$ cat src/rtl/fb_pkg.sv
// Shared constants and helpers for the filter-bank write and address units.
package fb_pkg;

    localparam int unsigned FB_DATA_W     = 16;
    localparam int unsigned FB_FRAME_LOG2 = 11;

    typedef logic bank_t;

    typedef enum logic {
        FILL  = 1'b0,
        STALL = 1'b1
    } wr_state_e;

    // Reverses the low n bits of v; the upper bits of the result are zero.
    function automatic logic [31:0] bitrev(input logic [31:0] v, input int unsigned n);
        logic [31:0] r;
        logic [31:0] t;
        r = '0;
        t = v;
        for (int unsigned i = 0; i < n; i++) begin
            r = {r[30:0], t[0]};
            t = t >> 1;
        end
        return r;
    endfunction

endpackage

$ cat src/rtl/fb_bitrev.sv
// Combinational bit reversal of a frame index.
module fb_bitrev
    import fb_pkg::*;
#(
    parameter int unsigned W = FB_FRAME_LOG2
) (
    input  logic [W-1:0] i_idx,
    output logic [W-1:0] o_rev
);

    logic [31:0] w_rev_full;

    always_comb begin
        w_rev_full = bitrev(32'(i_idx), W);
        o_rev      = w_rev_full[W-1:0];
    end

endmodule

$ cat src/rtl/fb_frame_writer.sv
// Ping-pong frame writer: streams samples into alternating BRAM banks and
// hands each completed bank to the reader.
module fb_frame_writer
    import fb_pkg::*;
#(
    parameter int unsigned DATA_W     = FB_DATA_W,
    parameter int unsigned FRAME_LOG2 = FB_FRAME_LOG2,
    parameter int unsigned BITREV     = 0
) (
    input  logic                  clk,
    input  logic                  rst,
    input  logic                  in_valid,
    input  logic [DATA_W-1:0]     in_data,
    output logic                  in_ready,
    input  logic                  rd_release,
    output logic                  we,
    output logic [FRAME_LOG2:0]   waddr,
    output logic [DATA_W-1:0]     wdata,
    output logic                  switch,
    output logic                  frame_done,
    output logic                  err_release
);

    logic [FRAME_LOG2-1:0] r_idx;
    bank_t                 r_wb;
    bank_t                 r_rb;
    logic [1:0]            r_full;
    logic                  r_we;
    logic [FRAME_LOG2:0]   r_waddr;
    logic [DATA_W-1:0]     r_wdata;
    bank_t                 r_switch;
    logic                  r_frame_done;
    logic                  r_err;

    logic [FRAME_LOG2-1:0] w_idx_rev;
    logic [FRAME_LOG2-1:0] w_idx_wr;
    logic [1:0]            w_full_nxt;
    wr_state_e             w_state;
    logic                  w_accept;
    logic                  w_complete;
    logic                  w_rel_ok;
    logic                  w_rel_bad;

    fb_bitrev #(.W(FRAME_LOG2)) u_bitrev (
        .i_idx (r_idx),
        .o_rev (w_idx_rev)
    );

    assign w_idx_wr = (BITREV != 0) ? w_idx_rev : r_idx;

    // FILL/STALL is derived from the full flag of the bank being written.
    always_comb begin
        w_state    = r_full[r_wb] ? STALL : FILL;
        in_ready   = (w_state == FILL);
        w_accept   = in_valid && in_ready;
        w_complete = w_accept && (r_idx == '1);
        w_rel_ok   = rd_release && r_full[r_rb];
        w_rel_bad  = rd_release && !r_full[r_rb];
        w_full_nxt = r_full;
        if (w_rel_ok) begin
            w_full_nxt[r_rb] = 1'b0;
        end
        // The filling bank is never full, so this never collides with the release.
        if (w_complete) begin
            w_full_nxt[r_wb] = 1'b1;
        end
    end

    always_ff @(posedge clk) begin
        if (rst) begin
            r_idx        <= '0;
            r_wb         <= 1'b0;
            r_rb         <= 1'b0;
            r_full       <= '0;
            r_we         <= 1'b0;
            r_waddr      <= '0;
            r_wdata      <= '0;
            r_switch     <= 1'b0;
            r_frame_done <= 1'b0;
            r_err        <= 1'b0;
        end else begin
            r_we         <= w_accept;
            r_frame_done <= w_complete;
            r_full       <= w_full_nxt;
            if (w_accept) begin
                r_waddr <= {r_wb, w_idx_wr};
                r_wdata <= in_data;
                r_idx   <= r_idx + 1'b1;
            end
            if (w_complete) begin
                r_switch <= r_wb;
                r_wb     <= ~r_wb;
            end
            if (w_rel_ok) begin
                r_rb <= ~r_rb;
            end
            if (w_rel_bad) begin
                r_err <= 1'b1;
            end
        end
    end

    assign we          = r_we;
    assign waddr       = r_waddr;
    assign wdata       = r_wdata;
    assign switch      = r_switch;
    assign frame_done  = r_frame_done;
    assign err_release = r_err;

endmodule

$ cat config.mk
export PLATFORM = sky130hd
export DESIGN_NAME = fb_frame_writer
export DESIGN_NICKNAME = d
export VERILOG_FILES = /design/src/rtl/fb_pkg.sv /design/src/rtl/fb_bitrev.sv /design/src/rtl/fb_frame_writer.sv
export SDC_FILE = /design/constraint.sdc
export NUM_CORES = 1
export LEC_CHECK = 0
export ABC_AREA = 1
export CAP_MARGIN = 10
export CORE_MARGIN = 4
export CORE_UTILIZATION = 42
export DETAILED_ROUTE_END_ITERATION = 8
export PLACE_DENSITY = 0.75
export SLEW_MARGIN = 20
export SYNTH_ARGS = -nofsm -noshare
export SYNTH_HDL_FRONTEND = slang
export SYNTH_HIERARCHICAL = 1
export SYNTH_SLANG_ARGS = --single-unit
$ cat constraint.sdc
create_clock -name clk -period 1.4 [get_ports clk]
set_input_delay 0.28 -clock clk [delete_from_list [all_inputs] [get_ports clk]]
set_output_delay 0.28 -clock clk [all_outputs]
set_load 0.01 [all_outputs]
==> summary.txt <==
Run
  • Max Cap Violations: 0

STA
  • Fmax: 769 MHz
  • Final Skew: 5.94 ps
  • Final worst slack: between 100 and 150 ps
  • Setup violators final: 0
  • RSZ-0062 raised after global routing: true
  • Final setup TNS: 0 ps
  • Final Critical Period: around 1300 ps
  • Final period util: approximately 93%
  • Worst rel slew slack: 73.9%
  • Final Hold Fails: 0
  • Pins Over Slew Limit: 0
  • Worst slew pin tran: a little under 400 ps

Pwr
  • Power Density: slightly below 1000 nW/um^2
  • VDD IR-drop max: 550 uV
  • Overall power: roughly 0.0025 W
  • Leakage: around 1.2 nW

Critical path
  • Crit. Startpoint: r_idx[0]
  • Worst-path fanout max: 3
  • CP Launch Type: flip-flop
  • Setup CP Type: flip-flop to flip-flop
  • RR Startpoint: r_idx[0]
  • Crit path arrival time: 1540 ps
  • Worst R2R Path Depth: 8
  • Critical Path Sink Type: flip-flop
  • Required @ worst endpoint: around 1600 ps

Die
  • Die Footprint: 5480 sq um
  • Core Rows: 23
  • Core Area: 4120 sq um
  • Die Span Y: between 70 and 80 microns
  • Initial core utilization: between 40% and 50%
  • DIE WIDTH: 74.0 microns
  • # IOs: 53

Global route
  • Initial antenna violation count: 0
  • First-pass GRT wire length: 6890 microns
  • Global route overflow: 0
  • Vias in the first global route: 1613
  • Total track usage: approximately 16%
  • Largest net degree at the start of global routing: 19

Layout
  • Commonest non-fill, non-tap cell in the layout: nand2_1
  • Area grow syn2layout: 42.8%
  • Commonest non-fill, non-tap cells in the layout: nand2_1 (88), dfxtp_1 (41), a21oi_1 (37)
  • Utilization after layout: 63.5%
  • Nets@finish: about 340
  • Share of cells above drive strength 1: between 10% and 20%
  • Final Cell Area: ~2600 sq um
  • # diodes: 0

CTS
  • CTS tree: done
  • Num CTS Buffers: 5
  • Clock transition at path regs: 80 ps
  • CTS Sinks: 47
  • # H-tree levels: 2
  • Worst-skew pair later-pin latency: 300 ps
  • Clock Tree Buf Depth: 2
  • Root buffer cell: clkbuf_8

Routing
  • Via count: 1709
  • 1st-pass router iterations: 4
  • Via density: 4.67
  • DRT Wirelength: about 4200 microns
  • Initial DRC count: 93
  • DRC: 0
  • Avg WL per Cell: 11.4 microns
  • DRT antenna net count: 0

Synth
  • Synthesized area per cell: 7.35 sq um
  • Yosys warning count: 6
  • Xor/xnor cell area share of the yosys netlist: 0.478%
  • Flops & latches, synth: 47
  • Post-Synth Adder-Cell Area: 0.684%
  • Net count after synthesis: 270
  • Seq/Total Area, Yosys: 51.4%
  • Top post-synthesis cells by area: dfxtp_1 (51%), nand2_1 (18%), a21oi_1 (10%)
  • Post-synthesis mux area share: 0%
  • Cell taking the most area after synthesis: dfxtp_1
  • Synthesized area: 1830 sq um
  • Post-synth top area share: 51.4%
  • Post-synthesis compound-gate area fraction: about an eighth
  • Cells after Synth: 249
  • Main combinational cell family by area after synthesis: simple AND/OR/NAND/NOR gates
  • Count of cell types in the netlist: 19
  • Simple-gate portion of the synthesized area: between 20% and 30%

Placement
  • RD Place Congestion: 0.766
  • Worst slack, placed: -132 ps
  • HPWL after DPL: between 2000 and 3000 microns
  • Placed instance area: 2510 sq um
  • PortBufs: 52

Worst hold path
  • Hold Crit Class: flip-flop to flip-flop
  • Cell depth of the worst hold path: 2
  • Critical hold path startpoint: err_release

Status
  • Status: finished, final reports clean
==> final timing paths <==
kind                                    end  slack (ps)
worst max-delay path                 switch         100
worst min-delay path            err_release         460
worst max register to register       switch         100
worst min register to register  err_release         460
==> timing repair <==
| item | CTS | global route |
|---|---|---|
| gates resized for setup | 35 | 15 |
| pin swaps | 0 | 4 |
| endpoints found under the hold margin | 0 | 0 |
| setup buffers | 0 | 1 |
| endpoints found under the setup margin | 33 | 6 |
| hold buffers | 0 | 0 |
==> per-stage QoR <==
step / hold slack (ps) / cells
after CTS: 460 / 365
after detailed placement: 450 / 357
after floorplan: 423 / 249
after global placement: 441 / 357
after global routing: 481 / 366
final: 456 / 366
==> logic make-up after synthesis <==
family / after synthesis
simple gates: 129
flops: 47
compound gates: 43
buf+inv: 28
xor+xnor: 1
fa+ha+maj: 1
==> state kept, by name, indices dropped and copies added (netlist names) <==
register,cells
r_wb,1
r_full,2
frame_done,1
switch,1
r_rb,1
waddr,12
wdata,16
we,1
r_idx,11
err_release,1
==> critical path, stage by stage (launching register included) <==
cell     delay [ps]
dfxtp_2         340
ha_2            180
inv_1            70
nor2_2          120
nand2_2         110
nor3_4          180
buf_4           130
nor2_1           30
nor2_1           80
==> area by class of cell <==
class / count / area (sq um)
multi-input cells: 174 / 800
repair buffers: 71 / 643
inverters: 16 / 60.1
fillers: 393 / 1500
flip-flops and latches: 47 / 948
well taps: 50 / 62.6
clock buffers: 8 / 100
==> power breakdown <==
part	switching (W)	leakage, nW	internal, W
combinational	0.000129	0.737	0.000137
sequential	0.0000187	0.386	0.00138
clock	0.000431	0.0515	0.000451
==> Yosys cell counts <==
cell type	n
inv_2	2
nand4_1	1
nand3b_1	1
nand3_4	1
inv_1	14
o21ai_0	6
nand2_2	1
clkbuf_1	5
buf_6	2
nor2_2	2
nor3_1	3
nor2_1	22
a21oi_1	37
xor2_1	1
nand2_1	89
nand3_1	9
dfxtp_1	47
ha_1	1
buf_2	5
==> routing by layer <==
layer | vias up | global-route usage (%) | part of all wire [%]
met5 | - | 0 | 0
li1 | 913 | - | -
met3 | 5 | 5.68 | 8.1
met4 | 0 | 4.83 | 1.1
met1 | 747 | 19.5 | 45
met2 | 44 | 26.3 | 46
(Power assumes the default switching activity.)
==> patch 1 (config.mk and constraints unchanged) <==
Set the package constant `FB_FRAME_LOG2` to 9 (it was 11).
--- a/src/rtl/fb_pkg.sv
+++ b/src/rtl/fb_pkg.sv
@@ -2,7 +2,7 @@
 package fb_pkg;
 
     localparam int unsigned FB_DATA_W     = 16;
-    localparam int unsigned FB_FRAME_LOG2 = 11;
+    localparam int unsigned FB_FRAME_LOG2 = 9;
 
     typedef logic bank_t;
 
Interface: changed (resized waddr); port bits go from 53 to 51. The function was not compared with the original's and may differ.
==> patch 1 against the unedited design <==
- the run now ends with negative setup slack left
- final cell count down 12%
- final area down 7.7%
- routed wire length down 12%
- critical endpoint is now r_wb
- worst setup slack worse by 130 ps
- sequential cell count down 4
- area after synthesis down 11%
- power down 8.5%
- critical path type unchanged
- first-iteration DRC count down 26%
- count of clock-buffer cells in the layout down 2
- sequential power down 9%
==> patch 1: results <==
set metrics [dict create \
    ir_drop_mv 0.721 \
    hp-class "reg2reg" \
    dpl_cell_area_sq_um 2330 \
    grt_start_max_net_pins 21 \
    tns_ps -30.3 \
    tightest_slew_ps 289 \
    violations "negative setup slack" \
    dp_slack_ps -96.3 \
    critPathLaunch "r_idx[1]" \
    setup_ws_ps -27.7 \
    fin_skew_ps 4.69 \
    synth_fp_nets 229 \
    crit_arrival_ps 1620 \
    drt_iter0_markers 69 \
    wl_per_cell_um 11.4 \
    port_buffers 50 \
    via_count 1512 \
    synthTopCellsByCount "nand2_1 (70), dfxtp_1 (43), a21oi_1 (39)" \
    cts_setup_buffers 0 \
    report.final.setup_viol 2 \
    grt_pass1_vias 1392 \
    gp_congestion 0.807 \
    hpwl_mm 2.67 \
    grt_pass1_wl_mm 6.21 \
    drive_above_1_share_pct 16.0 \
    nNetsFinal 297 \
    p_leak_nw 1.06 \
    ys_types 24 \
    cpPeakStageDelay_ps 360 \
    drtPass1Iterations 4 \
    yosysSeqAreaShare_pct 52.6 \
    synth_area_leaders "dfxtp_1 (53%), nand2_1 (16%), a21oi_1 (12%)" \
    status "finished with violations" \
    clkTransAtPathRegs_ps 80 \
]
[patch 1: area by class of cell]
class | instances | area (sq um)
Sequential cell | 43 | 868
Tap cell | 48 | 60.1
Multi-Input combinational cell | 143 | 706
Fill cell | 335 | 1300
Timing Repair Buffer | 71 | 644
Clock buffer | 6 | 82.6
Inverter | 11 | 46.3
Clock inverter | 1 | 5.00
[patch 1: critical path, delay by kind of cell (launching register included)]
family	cells	cell delay, ps
compound gates	1	40
fa+ha+maj	2	280
flops	1	360
simple gates	5	650
[patch 1: path summary, 6_finish.rpt]
path | to | slack [ps]
min reg2reg | err_release | 460
max reg2reg | r_wb | -30
max | r_wb | -30
min | err_release | 460
[patch 1: cells by family after synthesis]
family                     after synthesis  synth area share [%]
AOI/OAI and AO/OA                       46                  14.3
xor gates and xnor gates                 2                  1.07
adders and majority gates                2                  1.53
buffers and inverters                   21                  6.96
DFF                                     43                  52.6
and+or+nand+nor                         93                  23.5
[patch 1: per-layer routing]
metal | track usage, % | share of wire (%) | vias to the layer above | wire (um)
met5 | 0 | 0 | - | 0
met4 | 7.66 | 2.2 | 0 | 80
met3 | 6.76 | 9.0 | 7 | 333
met2 | 24.2 | 44 | 43 | 1630
met1 | 18.4 | 45 | 659 | 1640
li1 | - | - | 803 | -
[patch 1: what timing repair did]
action	4_1_cts	5_1_grt
setup endpoints to repair	35	7
resized for setup	33	8
gates cloned	0	0
pin swaps	1	5
hold buffers	0	0
[patch 1: through the flow]
stage / utilization [%] / std cells
final: 64.9 / 323
after CTS: 64.2 / 323
after global routing: 64.9 / 323
after detailed placement: 62.8 / 316
after global placement: 62.8 / 316
after floorplan: - / 207
[patch 1: where the power goes]
group	internal [mW]	leakage, nW	switching, mW	total [mW]
clock	0.387	0.0470	0.407	0.794
combinational	0.136	0.663	0.121	0.257
sequential	1.26	0.353	0.0183	1.28
total	1.78	1.06	0.546	2.33
==> patch 2 (config.mk and constraints unchanged) <==
Made on the original files. Make the reset (`rst`) asynchronous in one clocked block.
--- a/src/rtl/fb_frame_writer.sv
+++ b/src/rtl/fb_frame_writer.sv
@@ -66,7 +66,7 @@
         end
     end
 
-    always_ff @(posedge clk) begin
+    always_ff @(posedge clk or posedge rst) begin
         if (rst) begin
             r_idx        <= '0;
             r_wb         <= 1'b0;
Check against the original RTL: differs if rst is asserted again (counterexample within 4 cycles, from zero or initial values and one cycle with rst high); with rst held inactive, the same outputs for 10 cycles.
==> patch 2 against the unedited design <==
- routed wire length grew 3.5%
- clock skew down 0.62 ps
- fmax fell by 3.0%
- core utilization shrank 3.7 points
- worst setup slack worse by 40 ps
- final area rose by 8.0%
- sequential cell count is the same
- area after synthesis up 11%
- sequential share of layout area grew 5.4 points
- count of clock-buffer cells in the layout fell by 2
- critical path type is now reg2out
Power is not compared: it rests on default switching activity, and its combinational part moved more than twofold at a synthesized area within 25%.
==> patch 2: results <==
set metrics [dict create \
    status "finished clean" \
    drt_iter0_markers 96 \
    dpl_cell_area_sq_um 2730 \
    fin_skew_ps 5.32 \
    final_cells 361 \
    track_usage_pct 15.4 \
    nonClkBufAreaFrac_pct 23.1 \
    inv_count 18 \
    dp_slack_ps -187 \
    grt_pass1_vias 1631 \
    nonClockBufferCount 70 \
    seq_area_sq_um 1180 \
    multi_input_area_sq_um 739 \
    crit_arrival_ps 1060 \
    gp_congestion 0.796 \
    stdcell_area_sq_um 2820 \
    clkCellAreaFrac_pct 3.63 \
    synthAdderAreaFrac_pct 0.615 \
    cpPeakStageDelay_ps 410 \
    synth-compound-area-share_pct 4.55 \
    rr_startpoint "r_idx[1]" \
    grt_pass1_wl_mm 7.45 \
    vias_per_cell 4.61 \
    nNetsFinal 315 \
    synthXorXnorAreaFrac_pct 3.81 \
    ys_types 26 \
    dp.cells 351 \
    cp-endpoint "in_ready" \
]
## patch 2: cell count changes in the layout (fill, tap and decap cells not counted), moves of 3 or more
cell,change
o21ai_1,+3
nor2_1,-13
nand2_1,+11
o21ai_0,+8
dfrtp_1,+47
dfxtp_2,-6
xor2_1,+5
dfxtp_1,-41
nand2_4,+3
a21oi_1,-37
buf_4,-3
## patch 2: routing by layer
layer	vias up	wire, um	GRT usage [%]
li1	823	-	-
met1	798	1870	19.2
met2	38	2180	25.6
met3	7	221	4.64
met4	0	61	4.80
met5	-	0	0
## patch 2: stage by stage
| stage | setup TNS (ps) | total power [mW] |
|---|---|---|
| after floorplan | 0 | 2.29 |
| after global placement | -3250 | 2.74 |
| after detailed placement | -3770 | 2.77 |
| after CTS | 0 | 3.63 |
| after global routing | 0 | 3.84 |
| final | 0 | 3.59 |
## patch 2: what timing repair did
action	CTS	global route
gates cloned	0	1
buffers inserted	0	2
endpoints found under the setup margin	33	21
resized for setup	36	2
pin swaps	0	1
